### src/rtl/mips_pkg.sv
// mips_pkg: shared definitions for the multi-cycle MIPS controller.
//   - state_t          : controller FSM states
//   - OP_* / FN_*      : opcode (IR[31:26]) and R-type func (IR[5:0]) values
//   - ALU_*, PC_*, RD_*, MTR_*, SRCB_* : datapath select encodings
package mips_pkg;

  typedef enum logic [3:0] {
    FETCH, DECODE, EXEC_R, EXEC_I, RWB, IWB, MEM_ADDR, MEM_RD,
    MEM_WB, MEM_WR, BRANCH, JUMP, JAL, JR, MULDIV, MFHL
  } state_t;

  // Opcodes
  localparam logic [5:0] OP_RTYPE = 6'h00;
  localparam logic [5:0] OP_J     = 6'h02;
  localparam logic [5:0] OP_JAL   = 6'h03;
  localparam logic [5:0] OP_BEQ   = 6'h04;
  localparam logic [5:0] OP_BNE   = 6'h05;
  localparam logic [5:0] OP_ADDI  = 6'h08;
  localparam logic [5:0] OP_SLTI  = 6'h0A;
  localparam logic [5:0] OP_ANDI  = 6'h0C;
  localparam logic [5:0] OP_ORI   = 6'h0D;
  localparam logic [5:0] OP_LW    = 6'h23;
  localparam logic [5:0] OP_SW    = 6'h2B;

  // R-type func codes
  localparam logic [5:0] FN_JR    = 6'h08;
  localparam logic [5:0] FN_MFHI  = 6'h10;
  localparam logic [5:0] FN_MFLO  = 6'h12;
  localparam logic [5:0] FN_MULT  = 6'h18;
  localparam logic [5:0] FN_DIV   = 6'h1A;
  localparam logic [5:0] FN_ADD   = 6'h20;
  localparam logic [5:0] FN_SUB   = 6'h22;
  localparam logic [5:0] FN_AND   = 6'h24;
  localparam logic [5:0] FN_OR    = 6'h25;
  localparam logic [5:0] FN_SLT   = 6'h2A;

  // alu_op
  localparam logic [2:0] ALU_ADD = 3'b000;
  localparam logic [2:0] ALU_SUB = 3'b001;
  localparam logic [2:0] ALU_AND = 3'b010;
  localparam logic [2:0] ALU_OR  = 3'b011;
  localparam logic [2:0] ALU_SLT = 3'b100;

  // pc_src
  localparam logic [1:0] PC_ALU    = 2'b00;
  localparam logic [1:0] PC_ALUOUT = 2'b01;
  localparam logic [1:0] PC_JUMP   = 2'b10;
  localparam logic [1:0] PC_REG    = 2'b11;

  // reg_dst
  localparam logic [1:0] RD_RT = 2'b00;
  localparam logic [1:0] RD_RD = 2'b01;
  localparam logic [1:0] RD_RA = 2'b10;

  // mem_to_reg
  localparam logic [1:0] MTR_ALU  = 2'b00;
  localparam logic [1:0] MTR_MDR  = 2'b01;
  localparam logic [1:0] MTR_PC   = 2'b10;
  localparam logic [1:0] MTR_HILO = 2'b11;

  // alu_src_b
  localparam logic [1:0] SRCB_REG    = 2'b00;
  localparam logic [1:0] SRCB_FOUR   = 2'b01;
  localparam logic [1:0] SRCB_IMM    = 2'b10;
  localparam logic [1:0] SRCB_IMM_SH = 2'b11;

endpackage

### src/rtl/mips_alu_ctrl.sv
// mips_alu_ctrl: combinational ALU operation decode.
//   opcode, func : instruction fields
//   alu_op       : ALU operation for R-type (from func) or I-type (from opcode)
//   legal        : 1 when the (opcode, func) pair is a supported instruction
module mips_alu_ctrl
  import mips_pkg::*;
(
  input  logic [5:0] opcode,
  input  logic [5:0] func,
  output logic [2:0] alu_op,
  output logic       legal
);

  always_comb begin
    alu_op = ALU_ADD;
    legal  = 1'b1;
    case (opcode)
      OP_RTYPE: begin
        case (func)
          FN_ADD:  alu_op = ALU_ADD;
          FN_SUB:  alu_op = ALU_SUB;
          FN_AND:  alu_op = ALU_AND;
          FN_OR:   alu_op = ALU_OR;
          FN_SLT:  alu_op = ALU_SLT;
          FN_JR, FN_MULT, FN_DIV, FN_MFHI, FN_MFLO: alu_op = ALU_ADD;
          default: legal = 1'b0;
        endcase
      end
      OP_ADDI: alu_op = ALU_ADD;
      OP_SLTI: alu_op = ALU_SLT;
      OP_ANDI: alu_op = ALU_AND;
      OP_ORI:  alu_op = ALU_OR;
      OP_LW, OP_SW:   alu_op = ALU_ADD;
      OP_BEQ, OP_BNE: alu_op = ALU_SUB;
      OP_J, OP_JAL:   alu_op = ALU_ADD;
      default: legal = 1'b0;
    endcase
  end

endmodule

### src/rtl/mips_mc_controller.sv
// mips_mc_controller: Moore-style multi-cycle MIPS control FSM.
//   Parameters: MULDIV_LAT (1..32) cycles in MULDIV; MEM_WAIT_EN gates memory
//   states on mem_ready (0 = memory always ready).
//   Inputs : clk, rst (sync, active-low), opcode, func, zero, mem_ready
//   Outputs: datapath enables/selects, mult/div control, instr_done and
//            illegal pulses. Outputs are combinational from the registered
//            state, the instruction fields, zero, mem_ready and the MULDIV
//            counter, and are all 0 while rst is low.
module mips_mc_controller
  import mips_pkg::*;
#(
  parameter int MULDIV_LAT  = 4,
  parameter bit MEM_WAIT_EN = 1'b1
) (
  input  logic       clk,
  input  logic       rst,
  input  logic [5:0] opcode,
  input  logic [5:0] func,
  input  logic       zero,
  input  logic       mem_ready,
  output logic       pc_write,
  output logic       ir_write,
  output logic       i_or_d,
  output logic       mem_read,
  output logic       mem_write,
  output logic       reg_write,
  output logic [1:0] reg_dst,
  output logic [1:0] mem_to_reg,
  output logic       alu_src_a,
  output logic [1:0] alu_src_b,
  output logic [2:0] alu_op,
  output logic [1:0] pc_src,
  output logic       hilo_sel,
  output logic       muldiv_start,
  output logic       hilo_write,
  output logic       muldiv_is_div,
  output logic       instr_done,
  output logic       illegal
);

  localparam logic [4:0] LAT_M1 = 5'(MULDIV_LAT - 1);

  state_t     state_reg;
  state_t     dispatch;
  logic [4:0] cnt_reg;
  logic [2:0] dec_alu_op;
  logic       dec_legal;
  logic       mem_ok;

  assign mem_ok = MEM_WAIT_EN ? mem_ready : 1'b1;

  mips_alu_ctrl u_alu_ctrl (
    .opcode (opcode),
    .func   (func),
    .alu_op (dec_alu_op),
    .legal  (dec_legal)
  );

  // DECODE dispatch target; unsupported encodings fall back to FETCH.
  always_comb begin
    dispatch = FETCH;
    case (opcode)
      OP_RTYPE: begin
        case (func)
          FN_ADD, FN_SUB, FN_AND, FN_OR, FN_SLT: dispatch = EXEC_R;
          FN_JR:            dispatch = JR;
          FN_MULT, FN_DIV:  dispatch = MULDIV;
          FN_MFHI, FN_MFLO: dispatch = MFHL;
          default:          dispatch = FETCH;
        endcase
      end
      OP_ADDI, OP_SLTI, OP_ANDI, OP_ORI: dispatch = EXEC_I;
      OP_LW, OP_SW:   dispatch = MEM_ADDR;
      OP_BEQ, OP_BNE: dispatch = BRANCH;
      OP_J:           dispatch = JUMP;
      OP_JAL:         dispatch = JAL;
      default:        dispatch = FETCH;
    endcase
  end

  always_ff @(posedge clk) begin
    if (!rst) begin
      state_reg <= FETCH;
      cnt_reg   <= 5'd0;
    end else begin
      case (state_reg)
        FETCH:    if (mem_ok) state_reg <= DECODE;
        DECODE: begin
          state_reg <= dispatch;
          if (dispatch == MULDIV) cnt_reg <= LAT_M1;
        end
        EXEC_R:   state_reg <= RWB;
        EXEC_I:   state_reg <= IWB;
        MEM_ADDR: state_reg <= (opcode == OP_SW) ? MEM_WR : MEM_RD;
        MEM_RD:   if (mem_ok) state_reg <= MEM_WB;
        MEM_WR:   if (mem_ok) state_reg <= FETCH;
        MULDIV: begin
          if (cnt_reg == 5'd0) state_reg <= FETCH;
          else                 cnt_reg   <= cnt_reg - 5'd1;
        end
        default:  state_reg <= FETCH;
      endcase
    end
  end

  always_comb begin
    pc_write      = 1'b0;
    ir_write      = 1'b0;
    i_or_d        = 1'b0;
    mem_read      = 1'b0;
    mem_write     = 1'b0;
    reg_write     = 1'b0;
    reg_dst       = RD_RT;
    mem_to_reg    = MTR_ALU;
    alu_src_a     = 1'b0;
    alu_src_b     = SRCB_REG;
    alu_op        = ALU_ADD;
    pc_src        = PC_ALU;
    hilo_sel      = 1'b0;
    muldiv_start  = 1'b0;
    hilo_write    = 1'b0;
    muldiv_is_div = 1'b0;
    instr_done    = 1'b0;
    illegal       = 1'b0;
    if (rst) begin
      case (state_reg)
        FETCH: begin
          mem_read  = 1'b1;
          alu_src_b = SRCB_FOUR;
          // PC+4 and IR load only once the instruction word is valid
          ir_write  = mem_ok;
          pc_write  = mem_ok;
        end
        DECODE: begin
          alu_src_b = SRCB_IMM_SH;
          if (!dec_legal) begin
            illegal    = 1'b1;
            instr_done = 1'b1;
          end
        end
        EXEC_R, EXEC_I: begin
          alu_src_a = 1'b1;
          alu_src_b = (state_reg == EXEC_R) ? SRCB_REG : SRCB_IMM;
          alu_op    = dec_alu_op;
        end
        RWB, IWB: begin
          reg_write  = 1'b1;
          reg_dst    = (state_reg == RWB) ? RD_RD : RD_RT;
          instr_done = 1'b1;
        end
        MEM_ADDR: begin
          alu_src_a = 1'b1;
          alu_src_b = SRCB_IMM;
        end
        MEM_RD: begin
          i_or_d   = 1'b1;
          mem_read = 1'b1;
        end
        MEM_WB: begin
          reg_write  = 1'b1;
          mem_to_reg = MTR_MDR;
          instr_done = 1'b1;
        end
        MEM_WR: begin
          i_or_d     = 1'b1;
          mem_write  = 1'b1;
          instr_done = mem_ok;
        end
        BRANCH: begin
          alu_src_a  = 1'b1;
          alu_op     = ALU_SUB;
          pc_src     = PC_ALUOUT;
          pc_write   = zero ^ (opcode == OP_BNE);
          instr_done = 1'b1;
        end
        JUMP, JAL: begin
          pc_write   = 1'b1;
          pc_src     = PC_JUMP;
          instr_done = 1'b1;
          if (state_reg == JAL) begin
            reg_write  = 1'b1;
            reg_dst    = RD_RA;
            mem_to_reg = MTR_PC;
          end
        end
        JR: begin
          pc_write   = 1'b1;
          pc_src     = PC_REG;
          instr_done = 1'b1;
        end
        MULDIV: begin
          // counter sits at LAT-1 only in the entry cycle
          muldiv_start  = (cnt_reg == LAT_M1);
          muldiv_is_div = (func == FN_DIV);
          hilo_write    = (cnt_reg == 5'd0);
          instr_done    = (cnt_reg == 5'd0);
        end
        MFHL: begin
          reg_write  = 1'b1;
          reg_dst    = RD_RD;
          mem_to_reg = MTR_HILO;
          hilo_sel   = (func == FN_MFHI);
          instr_done = 1'b1;
        end
        default: ;
      endcase
    end
  end

endmodule

### config.mk
export PLATFORM = sky130hd
export DESIGN_NAME = mips_mc_controller
export DESIGN_NICKNAME = d
export VERILOG_FILES = /design/src/rtl/mips_pkg.sv /design/src/rtl/mips_alu_ctrl.sv /design/src/rtl/mips_mc_controller.sv
export SDC_FILE = /design/constraint.sdc
export NUM_CORES = 1
export LEC_CHECK = 0
export BUFFER_PORTS_ARGS = -buffer_cell sky130_fd_sc_hd__clkbuf_2
export CAP_MARGIN = 40
export CORE_UTILIZATION = 30
export DETAILED_ROUTE_END_ITERATION = 8
export GPL_TIMING_DRIVEN = 0
export HOLD_SLACK_MARGIN = 0.08
export PLACE_DENSITY = 0.62
export SLEW_MARGIN = 10
export SYNTH_ARGS = -nofsm -noshare
export SYNTH_HDL_FRONTEND = slang
export SYNTH_SLANG_ARGS = --single-unit
export TNS_END_PERCENT = 50
### constraint.sdc
create_clock -name clk -period 2.7 [get_ports clk]
set_input_delay 0.27 -clock clk [delete_from_list [all_inputs] [get_ports clk]]
set_output_delay 0.27 -clock clk [all_outputs]
set_load 0.05 [all_outputs]
==> results of run 1 <==
## per-layer routing
layer	vias up	part of all wire, %	GRT usage, %	wire length [um]
li1	848	-	-	-
met3	11	6.8	1.99	291
met5	-	0	0	0
met2	66	44	27.1	1890
met4	0	1.7	6.67	71
met1	751	48	24.5	2050
## synthesized netlist by cell type, types with 3 or more instances
library cell | count | share of area, %
inv_1 | 10 | 2.7
nand3b_1 | 3 | 1.6
o21a_1 | 3 | 1.6
and3_1 | 3 | 1.3
nand4_1 | 4 | 1.8
o21ai_1 | 3 | 1.1
a211oi_1 | 3 | 1.6
o21ai_0 | 6 | 2.1
nand2b_1 | 5 | 2.2
nor2_1 | 25 | 6.6
or4_1 | 3 | 1.6
nor2b_1 | 6 | 2.7
nand3_1 | 6 | 2.1
dfxtp_1 | 9 | 13
a21oi_1 | 11 | 3.9
nand2_1 | 28 | 7.4
clkbuf_1 | 6 | 1.6
nor3_1 | 10 | 3.5
o31ai_1 | 3 | 1.6
or3_1 | 4 | 1.8
ha_1 | 3 | 2.7
a21boi_1 | 3 | 1.6
## logic make-up after synthesis
kind of cell,after synthesis,share of synthesized area [%]
and+or+nand+nor,111,42.8
AOI/OAI and AO/OA,58,30.9
buffers and inverters,24,8.14
DFF,9,12.7
adders and majority gates,4,3.36
muxes,2,1.42
xor gates and xnor gates,1,0.620
## cell type report
cell class              count  share of cell area (%)
plain buffers              14                    4.54
clock buffers               4                    2.63
inverters                  10                    2.19
multi-input cells         176                    65.8
flip-flops and latches      9                    10.5
well taps                  52                    3.80
repair buffers             36                    10.5
## placed cells by master (no fill, tap or decap), types with 2 or more instances in the layout
cell type	instances
clkbuf_1	7
clkbuf_2	36
a31oi_1	2
buf_1	2
a211oi_1	3
o21ai_1	3
o21a_1	3
a21boi_1	3
nand2b_1	5
o31ai_1	3
dfxtp_1	9
or3_1	4
o21ai_0	6
a21oi_1	11
or4_1	3
nand2_1	28
ha_1	3
nor3_1	10
o211a_1	2
nor2b_1	6
nand3_1	6
nand3b_1	3
a21oi_2	2
o311ai_1	2
inv_1	10
a21o_1	2
and3_1	3
buf_6	2
mux2i_1	2
buf_4	2
nor2_1	25
a221oi_1	2
buf_2	2
nand4_1	4
nor4_2	2
a21boi_0	2
nor4b_1	2
clkbuf_8	3
## worst max-delay path, delay by kind of cell (launching register included)
kind / cells / cell delay [ns]
DFF: 1 / 0.40
and+or+nand+nor: 1 / 0.23
buffers and inverters: 3 / 1.08
AOI/OAI and AO/OA: 1 / 0.29
## report_power, final
group          switching, mW  total [mW]  leakage [nW]  internal [mW]
combinational          0.110       0.166         0.594         0.0554
sequential           0.00328       0.139        0.0728          0.135
clock                 0.0550       0.158        0.0228          0.103
## worst paths after layout
kind	startpoint	end	slack, ns
setup / recovery	state_reg[1]$_SDFFE_PN0P_	alu_op[0]	0.20
hold reg to reg	cnt_reg[4]$_SDFFE_PN0P_	cnt_reg[4]$_SDFFE_PN0P_	0.49
hold / removal	mem_ready	state_reg[0]$_SDFFE_PN0P_	0.49
setup reg to reg	state_reg[0]$_SDFFE_PN0P_	state_reg[0]$_SDFFE_PN0P_	0.49
## through the flow
step / worst slack (ns) / cell area [um2] / total power, mW / cells / hold WS, ns
4_1_cts: 0.238 / 1710 / 0.467 / 301 / 0.479
2_1_floorplan: 0.130 / 1420 / 0.259 / 209 / 0.455
6_report: 0.201 / 1710 / 0.462 / 301 / 0.488
3_5_place_dp: 0.361 / 1670 / 0.305 / 297 / 0.488
5_1_grt: 0.0476 / 1710 / 0.488 / 301 / 0.541
3_3_place_gp: 0.357 / 1670 / 0.304 / 297 / 0.476
==> results.yml, run 1 <==
run_status:
  run_status: "finished, violations left"
  violations: "DRC"
synth:
  synth-seq-cells: 9
  synth.cell_area_um2: 1410
  ys_seq_area_share_pct: 12.7
  syn_inst: 209
  synth_edf_count: 0
  syn_area_per_cell_um2: 6.76
  synth.net_count: 228
  synth_top_flop_cell: "dfxtp_1"
  async_flop_share_pct: 0
  yosysWarnings: 0
  synth_cell_types: 60
final_layout:
  multi_input_area_um2: 1120
  largest_reg_flops: 5
  antenna_cells: 0
  nFillCells: 510
  drive_gt1_share_pct: 24.1
  final-seq-area_um2: 180
  fin_nets: 269
  fin_util_pct: 38.5
  areaGrowthSynthToFinish_pct: 21.0
grt:
  antenna_found_initial: 0
  grt_usage_pct: 17.3
  grt_pass1_wl_um: 7080
  grt_overflow: 0
  first_global_vias: 1536
  grt_max_degree: 11
power:
  peakVddDrop_mv: 0.169
  leakage_nw: 0.690
  p_per_area_nw_per_um2: 270
placement:
  port_buffers: 36
  gp_congestion: 0.871
  dp_hpwl_um: 3310
sta:
  finalSetupViolCount: 0
  tightest_slew_ns: 0.544
  drv_slew: 0
  slew_headroom_pct: 63.4
  fin_crit_sh_pct: 92.5
  finalClockSkew_ns: 0.00316
  max_freq_mhz: 400
  timing.setup.tns_ns: 0
  rsz0062_at_grt: "no"
  hold_viol: 0
  period_needed_ns: 2.50
floorplan:
  io_pins: 40
  row_count: 24
  core-area_um2: 4440
  fp.dieW_um: 70.7
  die_y_um: 70.7
  initial_core_util_pct: 31.8
  dieArea_um2: 4990
critical_path:
  worstRegToRegCells: 6
  crit_arrival_ns: 2.23
  path_class: "flop to primary output"
  cp-start-kind: "flop"
  cp.required_ns: 2.43
  worstPathMaxFanout: 10
  path_cells: "clkbuf_1, buf_1, nand4_1, o31ai_1, clkbuf_2"
  end_kind: "primary output"
  slowest_stage: "buf_1"
  critPathMaxStageDelay_ns: 0.41
drt:
  via_count: 1676
  wl_um: 4300
  drc: 11
  first_pass_iters: 6
  drtIter0Drc: 107
  route.detailed.wl_per_inst_um: 14.3
  viasPerCell: 5.57
  final_antenna_net_count: 0
clocking:
  cts_setup_buffers: 0
  htree_levels: 1
  cts.sinks: 9
  post_cts_resized: 0
  clock_latency_ns: 0.23
  cts_hold_buf: 0
  cts_tree: "yes"
  clock_path_buffers: 2
  clk_pin_slew_worst_paths_ns: 0.04
  clockRootBuffer: "clkbuf_8"
  cts_buffers: 3
hold_path:
  whs_path_depth: 4
  hold_path.class: "primary input to flop"
job:
  max_cap_viol_count: 0
Note: power is estimated with default switching activity, not from simulation.
==> inputs of run 2 (changes only) <==
--- a/config.mk
+++ b/config.mk
@@ -10,5 +10,4 @@
 export CORE_UTILIZATION = 30
 export DETAILED_ROUTE_END_ITERATION = 8
-export GPL_TIMING_DRIVEN = 0
 export HOLD_SLACK_MARGIN = 0.08
 export PLACE_DENSITY = 0.62
==> constraint.sdc (replaced) <==
create_clock -name clk -period 2.3 [get_ports clk]
set_input_delay 0.23 -clock clk [delete_from_list [all_inputs] [get_ports clk]]
set_output_delay 0.23 -clock clk [all_outputs]
set_load 0.1 [all_outputs]
==> results.yml, run 2 (same netlist as run 1, synthesis figures left out) <==
run_status:
  run_status: "finished, violations left"
  violations: "DRC"
critical_path:
  r2r-start: "state_reg[0]$_SDFFE_PN0P_"
  cp-start-kind: "primary input"
  r2r_slack_ns: 0.36
  worstPathMaxFanout: 2
  path_class: "primary input to primary output"
  r2r_end: "cnt_reg[1]$_SDFFE_PN0P_"
  worstRegToRegCells: 7
  cp.required_ns: 2.07
  startpoint: "opcode[4]"
  crit_arrival_ns: 2.01
  end_kind: "primary output"
power:
  leakage_nw: 0.797
  p_switching_mw: 0.240
  internal_power_mw: 0.364
  clkPwrFrac_pct: 31.1
  p_seq_share_pct: 26.6
  p_comb_share_pct: 42.3
  sw_frac_of_total_pct: 39.7
  p_per_area_nw_per_um2: 301
  peakVddDrop_mv: 0.156
floorplan:
  initial_core_util_pct: 31.8
  dieArea_um2: 4990
  die_y_um: 70.7
  fp.dieW_um: 70.7
  row_count: 24
  io_pins: 40
  core-area_um2: 4440
grt:
  grt_max_degree: 23
  grt_overflow: 0
  antenna_found_initial: 0
  grt_use_met2_pct: 28.0
  gr-max-usage-layer: "met2"
  grt_pass1_wl_um: 7030
  first_global_vias: 1475
  grt_util_met3_pct: 1.14
  grt.met1_usage_pct: 24.5
  grt_usage_pct: 17.1
hold_path:
  worstHoldStart: "mem_ready"
  whs_path_depth: 4
  hold_path.class: "primary input to flop"
  whs_endpoint: "state_reg[0]$_SDFFE_PN0P_"
clocking:
  clock_path_buffers: 2
  cts.sinks: 9
  cts_buffers: 3
  cts_hold_buf: 0
  cts_setup_buffers: 0
  clock_latency_ns: 0.23
  cts_tree: "yes"
  clk_pin_slew_worst_paths_ns: 0.05
  htree_levels: 1
  clockRootBuffer: "clkbuf_8"
final_layout:
  antenna_cells: 0
  final_common_cell: "nand2_1"
  largest_reg_flops: 5
  fin_nets: 273
  finalNonFillerCells: 305
  drive_gt1_share_pct: 32.4
  nFillCells: 468
  areaGrowthSynthToFinish_pct: 42.0
  fin_util_pct: 45.2
  mostFrequentLayoutCells: "nand2_1 (28), clkbuf_2 (24), nor2_1 (22)"
drt:
  drc: 4
  via_count: 1703
  route.detailed.wl_per_inst_um: 13.9
  final_antenna_net_count: 0
  wl_um: 4240
  viasPerCell: 5.58
  drtIter0Drc: 161
  first_pass_iters: 6
sta:
  finalSetupViolCount: 0
  slew_headroom_pct: 63.9
  hold_viol: 0
  rsz0062_at_grt: "no"
  max_freq_mhz: 445
  drv_slew: 0
  tightest_slew_ns: 0.545
  fin_crit_sh_pct: 97.6
  period_needed_ns: 2.24
  finalClockSkew_ns: 0.00364
placement:
  dp_hpwl_um: 3370
  port_buffers: 39
  gp_congestion: 0.871
  dp.cells: 301
job:
  max_cap_viol_count: 0
==> run 2: worst max-delay path: stages <==
cell      delay (ns)
clkbuf_2        0.09
or2_2           0.29
or4_1           0.55
xor2_1          0.16
nor2_1          0.05
or3_2           0.46
buf_12          0.19
==> run 2: layout make-up <==
type                    instances  area [um2]  area share, %
repair buffers                 54         483           24.0
multi-input cells             176        1200           59.6
flip-flops and latches          9         180           8.97
clock buffers                   4        45.0           2.24
well taps                      52        65.1           3.24
inverters                      10        37.5           1.87
==> run 2: metrics by stage <==
stage	cell area [um2]	total power [mW]	setup TNS (ns)	hold slack, ns	worst slack, ns
after floorplan	1490	0.344	-4.27	0.455	-0.742
after global placement	1960	0.416	0	0.470	0.0856
after detailed placement	1960	0.418	0	0.486	0.0566
after CTS	2000	0.607	0	0.437	0.0545
after global routing	2010	0.634	0	0.491	0.00692
final	2010	0.605	0	0.447	0.0551
==> run 2: routing by layer <==
| metal | vias to the layer above | wire length, um |
|---|---|---|
| met1 | 795 | 1990 |
| met2 | 51 | 1990 |
| li1 | 853 | - |
| met4 | 0 | 44 |
| met3 | 4 | 213 |
| met5 | - | 0 |
==> run 2: worst max path at each step <==
stage	end	slack, ns	depth (start not counted)
2_1_floorplan	mem_to_reg[1]	-0.74	3
3_3_place_gp	pc_write	0.09	7
3_5_place_dp	pc_write	0.06	7
4_1_cts	pc_write	0.05	7
5_1_grt	pc_write	0.007	7
6_report	pc_write	0.06	7
==> run 2: timing repair <==
item                                   CTS  global route
gates resized for setup                  0             2
setup endpoints to repair                0             2
endpoints found under the hold margin    0             0
==> run 2: power by group through the flow <==
stage          Clock [mW]  Sequential [mW]  Combinational (mW)
2_1_floorplan           0            0.164               0.180
3_3_place_gp            0            0.164               0.253
3_5_place_dp            0            0.164               0.255
4_1_cts             0.191            0.161               0.255
5_1_grt             0.199            0.161               0.274
6_report            0.188            0.161               0.256
==> inputs of run 3 (changes only) <==
CTS_BUF_LIST = sky130_fd_sc_hd__clkbuf_2 sky130_fd_sc_hd__clkbuf_4 sky130_fd_sc_hd__clkbuf_8   (was not set)
==> results.yml, run 3 (same netlist as run 1, synthesis figures left out) <==
sta:
  setup_slack_ns: 0.0577
  slew_headroom_pct: 63.9
  fin_crit_sh_pct: 97.5
  rsz0062_at_grt: "no"
  tightest_slew_ns: 0.545
  drv_slew: 0
  finalClockSkew_ns: 0.00203
  finalSetupViolCount: 0
  period_needed_ns: 2.24
  timing.setup.tns_ns: 0
  hold_viol: 0
  max_freq_mhz: 446
clocking:
  clock_path_buffers: 2
  clock_latency_ns: 0.23
  cts_setup_buffers: 0
  clockRootBuffer: "clkbuf_8"
  cts.sinks: 9
  cts_buffers: 3
  cts_tree: "yes"
  htree_levels: 1
  clk_pin_slew_worst_paths_ns: 0.05
power:
  leakage_nw: 0.801
  peakVddDrop_mv: 0.171
  p_per_area_nw_per_um2: 306
final_layout:
  mostFrequentLayoutCells: "nand2_1 (28), clkbuf_2 (24), nor2_1 (22)"
  finalInstanceArea_um2: 2010
  antenna_cells: 0
  fin_nets: 273
  drive_gt1_share_pct: 32.8
  final-seq-area_um2: 180
  multi_input_area_um2: 1200
  final_common_cell: "nand2_1"
  fin_util_pct: 45.3
  largest_reg_flops: 5
  areaGrowthSynthToFinish_pct: 42.3
  nFillCells: 467
placement:
  port_buffers: 39
  dp_hpwl_um: 3370
  pre_cts_slack_ns: 0.0566
  post_dp_cell_area_um2: 1960
  gp_congestion: 0.871
floorplan:
  io_pins: 40
  dieArea_um2: 4990
  fp.dieW_um: 70.7
  row_count: 24
  initial_core_util_pct: 31.8
  die_y_um: 70.7
  core-area_um2: 4440
critical_path:
  worstRegToRegCells: 7
  crit_arrival_ns: 2.01
  end_kind: "primary output"
  path_class: "primary input to primary output"
  cp-start-kind: "primary input"
  cp.required_ns: 2.07
  worstPathMaxFanout: 2
drt:
  drtIter0Drc: 150
  route.detailed.wl_per_inst_um: 13.9
  drc: 4
  wl_um: 4230
  via_count: 1680
  viasPerCell: 5.51
  final_antenna_net_count: 0
  first_pass_iters: 6
grt:
  grt_usage_pct: 17.0
  first_global_vias: 1466
  gr-max-usage-layer: "met2"
  grt_pass1_wl_um: 7010
  grt.met1_usage_pct: 24.6
  grt_overflow: 0
  antenna_found_initial: 0
  grt_use_met2_pct: 27.7
  grt_max_degree: 23
  grt_util_met3_pct: 1.14
hold_path:
  whs_path_depth: 4
  hold_path.class: "primary input to flop"
job:
  max_cap_viol_count: 0
run_status:
  run_status: "finished, violations left"
  violations: "DRC"
[run 3: cell counts in the layout (fill, tap and decap cells not counted)]
Identical to the previous run, type by type.
[run 3: area by class of cell]
| class | instances | area share, % |
|---|---|---|
| inverter | 10 | 1.87 |
| tap | 52 | 3.23 |
| timing repair buffer | 54 | 24.0 |
| clock buffer | 4 | 2.43 |
| multi-input combinational | 176 | 59.5 |
| sequential | 9 | 8.96 |
[run 3: path summary, 6_finish.rpt]
check / from / endpoint / slack [ns]
worst max-delay path: opcode[4] / pc_write / 0.06
worst min-delay path: mem_ready / state_reg[0]$_SDFFE_PN0P_ / 0.45
worst max register to register: state_reg[0]$_SDFFE_PN0P_ / cnt_reg[1]$_SDFFE_PN0P_ / 0.39
worst min register to register: cnt_reg[4]$_SDFFE_PN0P_ / cnt_reg[4]$_SDFFE_PN0P_ / 0.49
[run 3: layer usage]
layer / up-vias / wire (um)
met5: - / 0
met2: 51 / 1970
met1: 775 / 2010
met4: 0 / 41
li1: 849 / -
met3: 5 / 210
[run 3: stage by stage]
stage	power [mW]	hold slack, ns	std cells
2_1_floorplan	0.344	0.455	209
3_3_place_gp	0.416	0.470	301
3_5_place_dp	0.418	0.486	301
4_1_cts	0.618	0.437	305
5_1_grt	0.646	0.490	305
6_report	0.616	0.449	305
[run 3: worst max-delay path: stages]
cell and delay [ns]:
clkbuf_2 0.09, or2_2 0.30, or4_1 0.54, xor2_1 0.16
nor2_1 0.05, or3_2 0.46, buf_12 0.19
[run 3: timing repair]
| action | CTS | global route |
|---|---|---|
| resized for setup | 0 | 2 |
| endpoints found under the hold margin | 0 | 0 |
| hold buffers | 0 | 0 |
| setup endpoints to repair | 0 | 2 |
[run 3: power breakdown]
| group | internal (mW) | leakage (nW) | switching, mW | total (mW) |
|---|---|---|---|---|
| clock network | 0.133 | 0.0262 | 0.0664 | 0.199 |
| logic | 0.0845 | 0.702 | 0.171 | 0.256 |
| registers | 0.159 | 0.0728 | 0.00215 | 0.161 |
| total | 0.376 | 0.801 | 0.239 | 0.616 |
